### src/rtl/mccp_pkg.sv
// Shared definitions for the MCCP memory arbiter: FSM state encoding and default sizes.
package mccp_pkg;

    localparam int DEF_WIDTH    = 32;
    localparam int DEF_CORES    = 4;
    localparam int DEF_CORE_NUM = 2;

    typedef enum logic [1:0] {
        IDLE,
        ISSUE,
        WAIT,
        RESP
    } arb_state_t;

endpackage

### src/rtl/mem_arbiter_rr_picker.sv
// Combinational winner selection among eligible cores.
// Round-robin from a pointer when MEM_ARB_ROUND_ROBIN_EN is defined, otherwise lowest index wins.
module rr_picker #(
    parameter int CORES    = 4,
    parameter int CORE_NUM = 2
) (
    input  logic [CORES-1:0]    eligible,
`ifdef MEM_ARB_ROUND_ROBIN_EN
    input  logic [CORE_NUM-1:0] ptr,
`endif
    output logic                found,
    output logic [CORE_NUM-1:0] winner
);

`ifdef MEM_ARB_ROUND_ROBIN_EN
    int cand;

    // Scan offsets from farthest to nearest so the core closest to ptr is written last.
    always_comb begin
        found  = 1'b0;
        winner = '0;
        cand   = 0;
        for (int k = CORES - 1; k >= 0; k--) begin
            cand = (int'(ptr) + k) % CORES;
            if (eligible[CORE_NUM'(cand)]) begin
                found  = 1'b1;
                winner = CORE_NUM'(cand);
            end
        end
    end
`else
    always_comb begin
        found  = 1'b0;
        winner = '0;
        for (int k = CORES - 1; k >= 0; k--) begin
            if (eligible[k]) begin
                found  = 1'b1;
                winner = CORE_NUM'(k);
            end
        end
    end
`endif

endmodule

### src/rtl/mem_arbiter.sv
// Shares one single-port data RAM between CORES cores, one transaction at a time.
// Define MEM_ARB_ROUND_ROBIN_EN for round-robin selection; fixed priority otherwise.
module mem_arbiter
    import mccp_pkg::*;
#(
    parameter int WIDTH       = DEF_WIDTH,
    parameter int CORES       = DEF_CORES,
    parameter int CORE_NUM    = DEF_CORE_NUM,
    parameter int MEM_LATENCY = 2
) (
    input  logic                   clk,
    input  logic                   rst_n,
    input  logic [CORES-1:0]       core_request,
    input  logic [CORES-1:0]       core_wren,
    input  logic [CORES*WIDTH-1:0] core_address,
    input  logic [CORES*WIDTH-1:0] core_writedata,
    output logic [CORES-1:0]       core_response,
    output logic [WIDTH-1:0]       core_readdata,
    output logic [WIDTH-1:0]       mem_address,
    output logic [WIDTH-1:0]       mem_writedata,
    output logic                   mem_wren,
    output logic                   mem_rden,
    input  logic [WIDTH-1:0]       mem_readdata,
    output logic [CORE_NUM-1:0]    grant_idx
);

    localparam int CNT_W = (MEM_LATENCY > 1) ? $clog2(MEM_LATENCY) : 1;

    arb_state_t          state, state_next;
    logic [CORES-1:0]    mask;
    logic [CORES-1:0]    eligible;
    logic [CORE_NUM-1:0] idx;
    logic [CORE_NUM-1:0] winner;
    logic                found;
    logic                lat_wren;
    logic [WIDTH-1:0]    lat_addr;
    logic [WIDTH-1:0]    lat_wdata;
    logic [WIDTH-1:0]    rdata;
    logic [CNT_W-1:0]    cnt;
    logic                capture;

    // The mask keeps a just-served core out of the very next arbitration.
    assign eligible = core_request & ~mask;

`ifdef MEM_ARB_ROUND_ROBIN_EN
    logic [CORE_NUM-1:0] ptr;

    rr_picker #(.CORES(CORES), .CORE_NUM(CORE_NUM)) u_picker (
        .eligible (eligible),
        .ptr      (ptr),
        .found    (found),
        .winner   (winner)
    );

    always_ff @(posedge clk or negedge rst_n) begin
        if (!rst_n) begin
            ptr <= '0;
        end else if (state == RESP) begin
            ptr <= (idx == CORE_NUM'(CORES - 1)) ? '0 : idx + 1'b1;
        end
    end
`else
    rr_picker #(.CORES(CORES), .CORE_NUM(CORE_NUM)) u_picker (
        .eligible (eligible),
        .found    (found),
        .winner   (winner)
    );
`endif

    always_ff @(posedge clk or negedge rst_n) begin
        if (!rst_n) state <= IDLE;
        else        state <= state_next;
    end

    // Counter reaching 1 in WAIT means this is the cycle mem_readdata is valid.
    always_comb begin
        state_next = state;
        case (state)
            IDLE:    if (found) state_next = ISSUE;
            ISSUE:   state_next = (MEM_LATENCY == 1) ? RESP : WAIT;
            WAIT:    if (cnt == CNT_W'(1)) state_next = RESP;
            RESP:    state_next = IDLE;
            default: state_next = IDLE;
        endcase
    end

    assign capture = ((state == ISSUE) && (MEM_LATENCY == 1)) ||
                     ((state == WAIT) && (cnt == CNT_W'(1)));

    always_ff @(posedge clk or negedge rst_n) begin
        if (!rst_n) begin
            mask      <= '0;
            idx       <= '0;
            lat_wren  <= 1'b0;
            lat_addr  <= '0;
            lat_wdata <= '0;
            cnt       <= '0;
            rdata     <= '0;
        end else begin
            case (state)
                IDLE: begin
                    mask <= '0;
                    if (found) begin
                        idx       <= winner;
                        lat_wren  <= core_wren[winner];
                        lat_addr  <= core_address[winner*WIDTH +: WIDTH];
                        lat_wdata <= core_writedata[winner*WIDTH +: WIDTH];
                    end
                end
                ISSUE:   cnt  <= CNT_W'(MEM_LATENCY - 1);
                WAIT:    cnt  <= cnt - 1'b1;
                RESP:    mask <= CORES'(1) << idx;
                default: mask <= '0;
            endcase
            if (capture) rdata <= lat_wren ? '0 : mem_readdata;
        end
    end

    assign mem_address   = lat_addr;
    assign mem_writedata = lat_wdata;
    assign mem_wren      = (state == ISSUE) && lat_wren;
    assign mem_rden      = (state == ISSUE) && !lat_wren;
    assign core_response = (state == RESP) ? (CORES'(1) << idx) : '0;
    assign core_readdata = (state == RESP) ? rdata : '0;
    assign grant_idx     = idx;

endmodule

### config.mk
export PLATFORM = sky130hd
export DESIGN_NAME = mem_arbiter
export DESIGN_NICKNAME = d
export VERILOG_FILES = /design/src/rtl/mccp_pkg.sv /design/src/rtl/mem_arbiter_rr_picker.sv /design/src/rtl/mem_arbiter.sv
export SDC_FILE = /design/constraint.sdc
export NUM_CORES = 1
export LEC_CHECK = 0
export BUFFER_PORTS_ARGS = -buffer_cell sky130_fd_sc_hd__buf_4
export CORE_AREA = 2 2 158 160
export DETAILED_ROUTE_END_ITERATION = 16
export DIE_AREA = 0 0 160 162
export REMOVE_ABC_BUFFERS = 1
export SYNTH_ARGS = -nofsm -noshare
export SYNTH_HDL_FRONTEND = slang
export SYNTH_HIERARCHICAL = 1
export SYNTH_SLANG_ARGS = --single-unit
export TNS_END_PERCENT = 5
### constraint.sdc
create_clock -name clk -period 1.9 [get_ports clk]
set_clock_uncertainty 0.05 [all_clocks]
set_input_delay 0.285 -clock clk [delete_from_list [all_inputs] [get_ports clk]]
set_output_delay 0.285 -clock clk [all_outputs]
set_load 0.01 [all_outputs]
==> summary.txt <==
Floorplanning
  – Die Wd: ~160 µm
  – Die area: ~0.026 mm²
  – Initial Util: 0.263
  – Die Ht: approximately 160 µm
  – Core Area: ~0.024 mm²
  – Row count: 57
  – Io pins: 402

Power and ir drop
  – P_leak: between 0.005 and 0.006 µW
  – Power per cell area: between 1000 and 1500 mW/mm²
  – VDD IR-drop max: ~0.48 mV

STA
  – Worst-margin pin slew: around 0.52 ns
  – RSZ-0062 raised after global routing: yes
  – FMAX: about 540 MHz
  – Max-slew violation count: 0
  – Final Hold Fails: 0
  – Final setup vio count: 0
  – Relative slew slack: 0.651
  – Setup TNS Final: 0 ns
  – Period minus WS final: between 1.5 and 2 ns
  – Post-route clock period utilization: 0.980

Clock network
  – CTS root buf: clkbuf_16
  – TritonCTS buffer count: 9
  – H-tree Lvls: 3
  – Sink Count: between 100 and 150
  – Reg clk slew, reported paths: 0.08 ns
  – Clock buffer depth: 2
  – Clock latency on the worst-skew pair: roughly 0.36 ns
  – CTS tree: built

Cells and area
  – Most frequent cells in the layout: buf_4 (425), dfrtp_1 (105), mux2i_1 (104), nand2_1 (103), o221ai_2 (50)
  – Fraction of layout cells with a size suffix above 1: 0.556
  – Area of the multi-input gates: 0.00360 mm²
  – Reg area: between 0.002 and 0.003 mm²
  – # nets final: ~1300
  – Commonest non-fill, non-tap cell in the layout: buf_4
  – Post-Layout Cell Count: between 1000 and 1500
  – Fillers: ~2400
  – Layout area overhead: 68.5%

Global routing
  – First-pass GRT wire length: ~36 mm
  – Largest net degree at the start of global routing: between 60 and 70
  – Gr usage total: 0.180
  – Initial antenna violation count: 0
  – Grt ovf: 0
  – Vias in the first global route: about 6300

Placement
  – GP Congestion: roughly 0.85
  – Placed cells: between 1000 and 1500
  – Detailed-placement wirelength estimate: 18.6 mm
  – PortBufs: 401

Synthesis
  – Ys Warns: 6
  – Syn avg cell area: 10.8 µm²
  – Sequential area share after synthesis: 0.418
  – Distinct cell type count after synthesis: 28
  – Mapped Area: 0.00635 mm²
  – Syn Inst Count: 588
  – Flip-flop and latch count after synthesis: about 110

Worst setup path
  – Worst-path fanout max: 16
  – Critical Setup Path Class: flop to flop
  – Worst Path Required: 2.07 ns
  – Crit path DAT: between 2 and 2.5 ns
  – Crit path capture type: flop
  – Setup crit start kind: flop

Routing
  – Avg WL per Cell: 18.4 µm
  – Vias: just over 6000
  – First-pass DRT Iterations: 4
  – DRT iter0 DRCs: 278
  – Final WL: between 20 and 25 mm
  – # DRC: 0
  – Final ANT Viol Nets: 0
  – DR vias/cell: 4.54

Status
  – Run status: completed

Worst hold path
  – Hold Crit Class: input pin to flop

Flow run
  – Max-cap violations: 0
-- through the flow --
step	setup slack, ns	utilization	hold slack, ns	instance area (µm²)	power (µW)
finish	0.0373	0.443	0.128	10700	14600
global placement	-0.0675	0.414	0.132	9980	11900
detailed placement	-0.104	0.414	0.127	9980	12000
CTS	0.000146	0.430	0.106	10400	14300
floorplan	-4.96	-	-0.0606	6060	8150
global route	-0.0516	0.443	0.123	10700	15600
-- where the power goes --
group          total [µW]  internal [µW]  leakage (µW)  switching [µW]
sequential           3980           3320       0.00133             663
combinational        8420           4330       0.00368            4080
clock                2150           1210      0.000164             944
total               14600           8860       0.00518            5690
-- metal layers --
metal  share of wire  track usage  vias to the layer above
met2            0.49        0.302                      233
met3           0.080       0.0564                       27
met5               0            0                        -
met4           0.022       0.0565                        0
met1            0.40        0.221                     2852
li1                -            -                     2935
-- what timing repair did --
action | 4_1_cts | 5_1_grt
hold buffers | 1 | 0
gates cloned | 0 | 1
buffers inserted | 2 | 8
endpoints found under the hold margin | 15 | 0
endpoints found under the setup margin | 74 | 80
pin swaps | 0 | 5
gates resized for setup | 5 | 51
-- state kept, by name, indices dropped and copies added (netlist names) --
| register | flops |
|---|---|
| lat_wren | 1 |
| mask | 4 |
| rdata | 32 |
| grant_idx | 2 |
| mem_writedata | 32 |
| mem_address | 32 |
| state | 2 |
| cnt | 1 |
-- worst paths after layout --
path	startpoint	to	slack (ns)	depth (start not counted)
worst max-delay path	mask[3]	mem_writedata[19]	0.04	8
worst max register to register	mask[3]	mem_writedata[19]	0.04	8
worst min-delay path	mem_readdata[21]	rdata[21]	0.13	3
worst min register to register	rdata[4]	rdata[4]	0.43	2
min in group asynchronous	rst_n	rdata[0]	0.29	2
max in group asynchronous	rst_n	mem_writedata[29]	0.90	3
-- cell usage after synthesis --
library cell  instances  area share
a21oi_2               1      0.0014
nand2_1             105       0.062
buf_4                10       0.012
nor2_1                3      0.0018
and3_1                1     0.00099
clkbuf_1             20       0.012
o221ai_1             15       0.021
inv_1                 5      0.0030
nor2b_1               5      0.0049
mux2i_1             130        0.21
nor3_1                1     0.00079
buf_1                 1     0.00059
nor3b_1               1      0.0012
o221ai_2             50        0.12
mux2_2                5      0.0089
o21ai_0              33       0.026
o22a_1                1      0.0014
nand3_1               1     0.00079
and2_1               33       0.033
buf_2                13       0.010
dfrtp_1             106        0.42
nand2b_1             33       0.033
a22oi_1               1      0.0012
and3b_1               1      0.0014
buf_6                 6       0.011
ha_1                  5      0.0099
or2_1                 1     0.00099
o31ai_1               1      0.0012
-- cells by family after synthesis --
| kind of cell | share of synthesized area |
|---|---|
| buf+inv | 0.0481 |
| fa+ha+maj | 0.00986 |
| compound gates | 0.170 |
| simple gates | 0.140 |
| flops | 0.418 |
| mux | 0.214 |
-- area by class of cell --
type / count / share of cell area
repair buffers: 452 / 0.344
diodes: 1 / 0.000234
well taps: 324 / 0.0379
clock inverters: 6 / 0.00890
multi-input cells: 427 / 0.337
clock buffers: 10 / 0.0224
flip-flops and latches: 106 / 0.248
inverters: 5 / 0.00176
-- worst max-delay path, cell delays in order (launching register included) --
cell and delay (ns):
dfrtp_1 0.39, nor2b_1 0.15, nand2b_1 0.11, a21oi_4 0.16
buf_12 0.14, buf_16 0.16, buf_6 0.16, mux2i_2 0.24
o221ai_2 0.12
(Power assumes the default switching activity.)
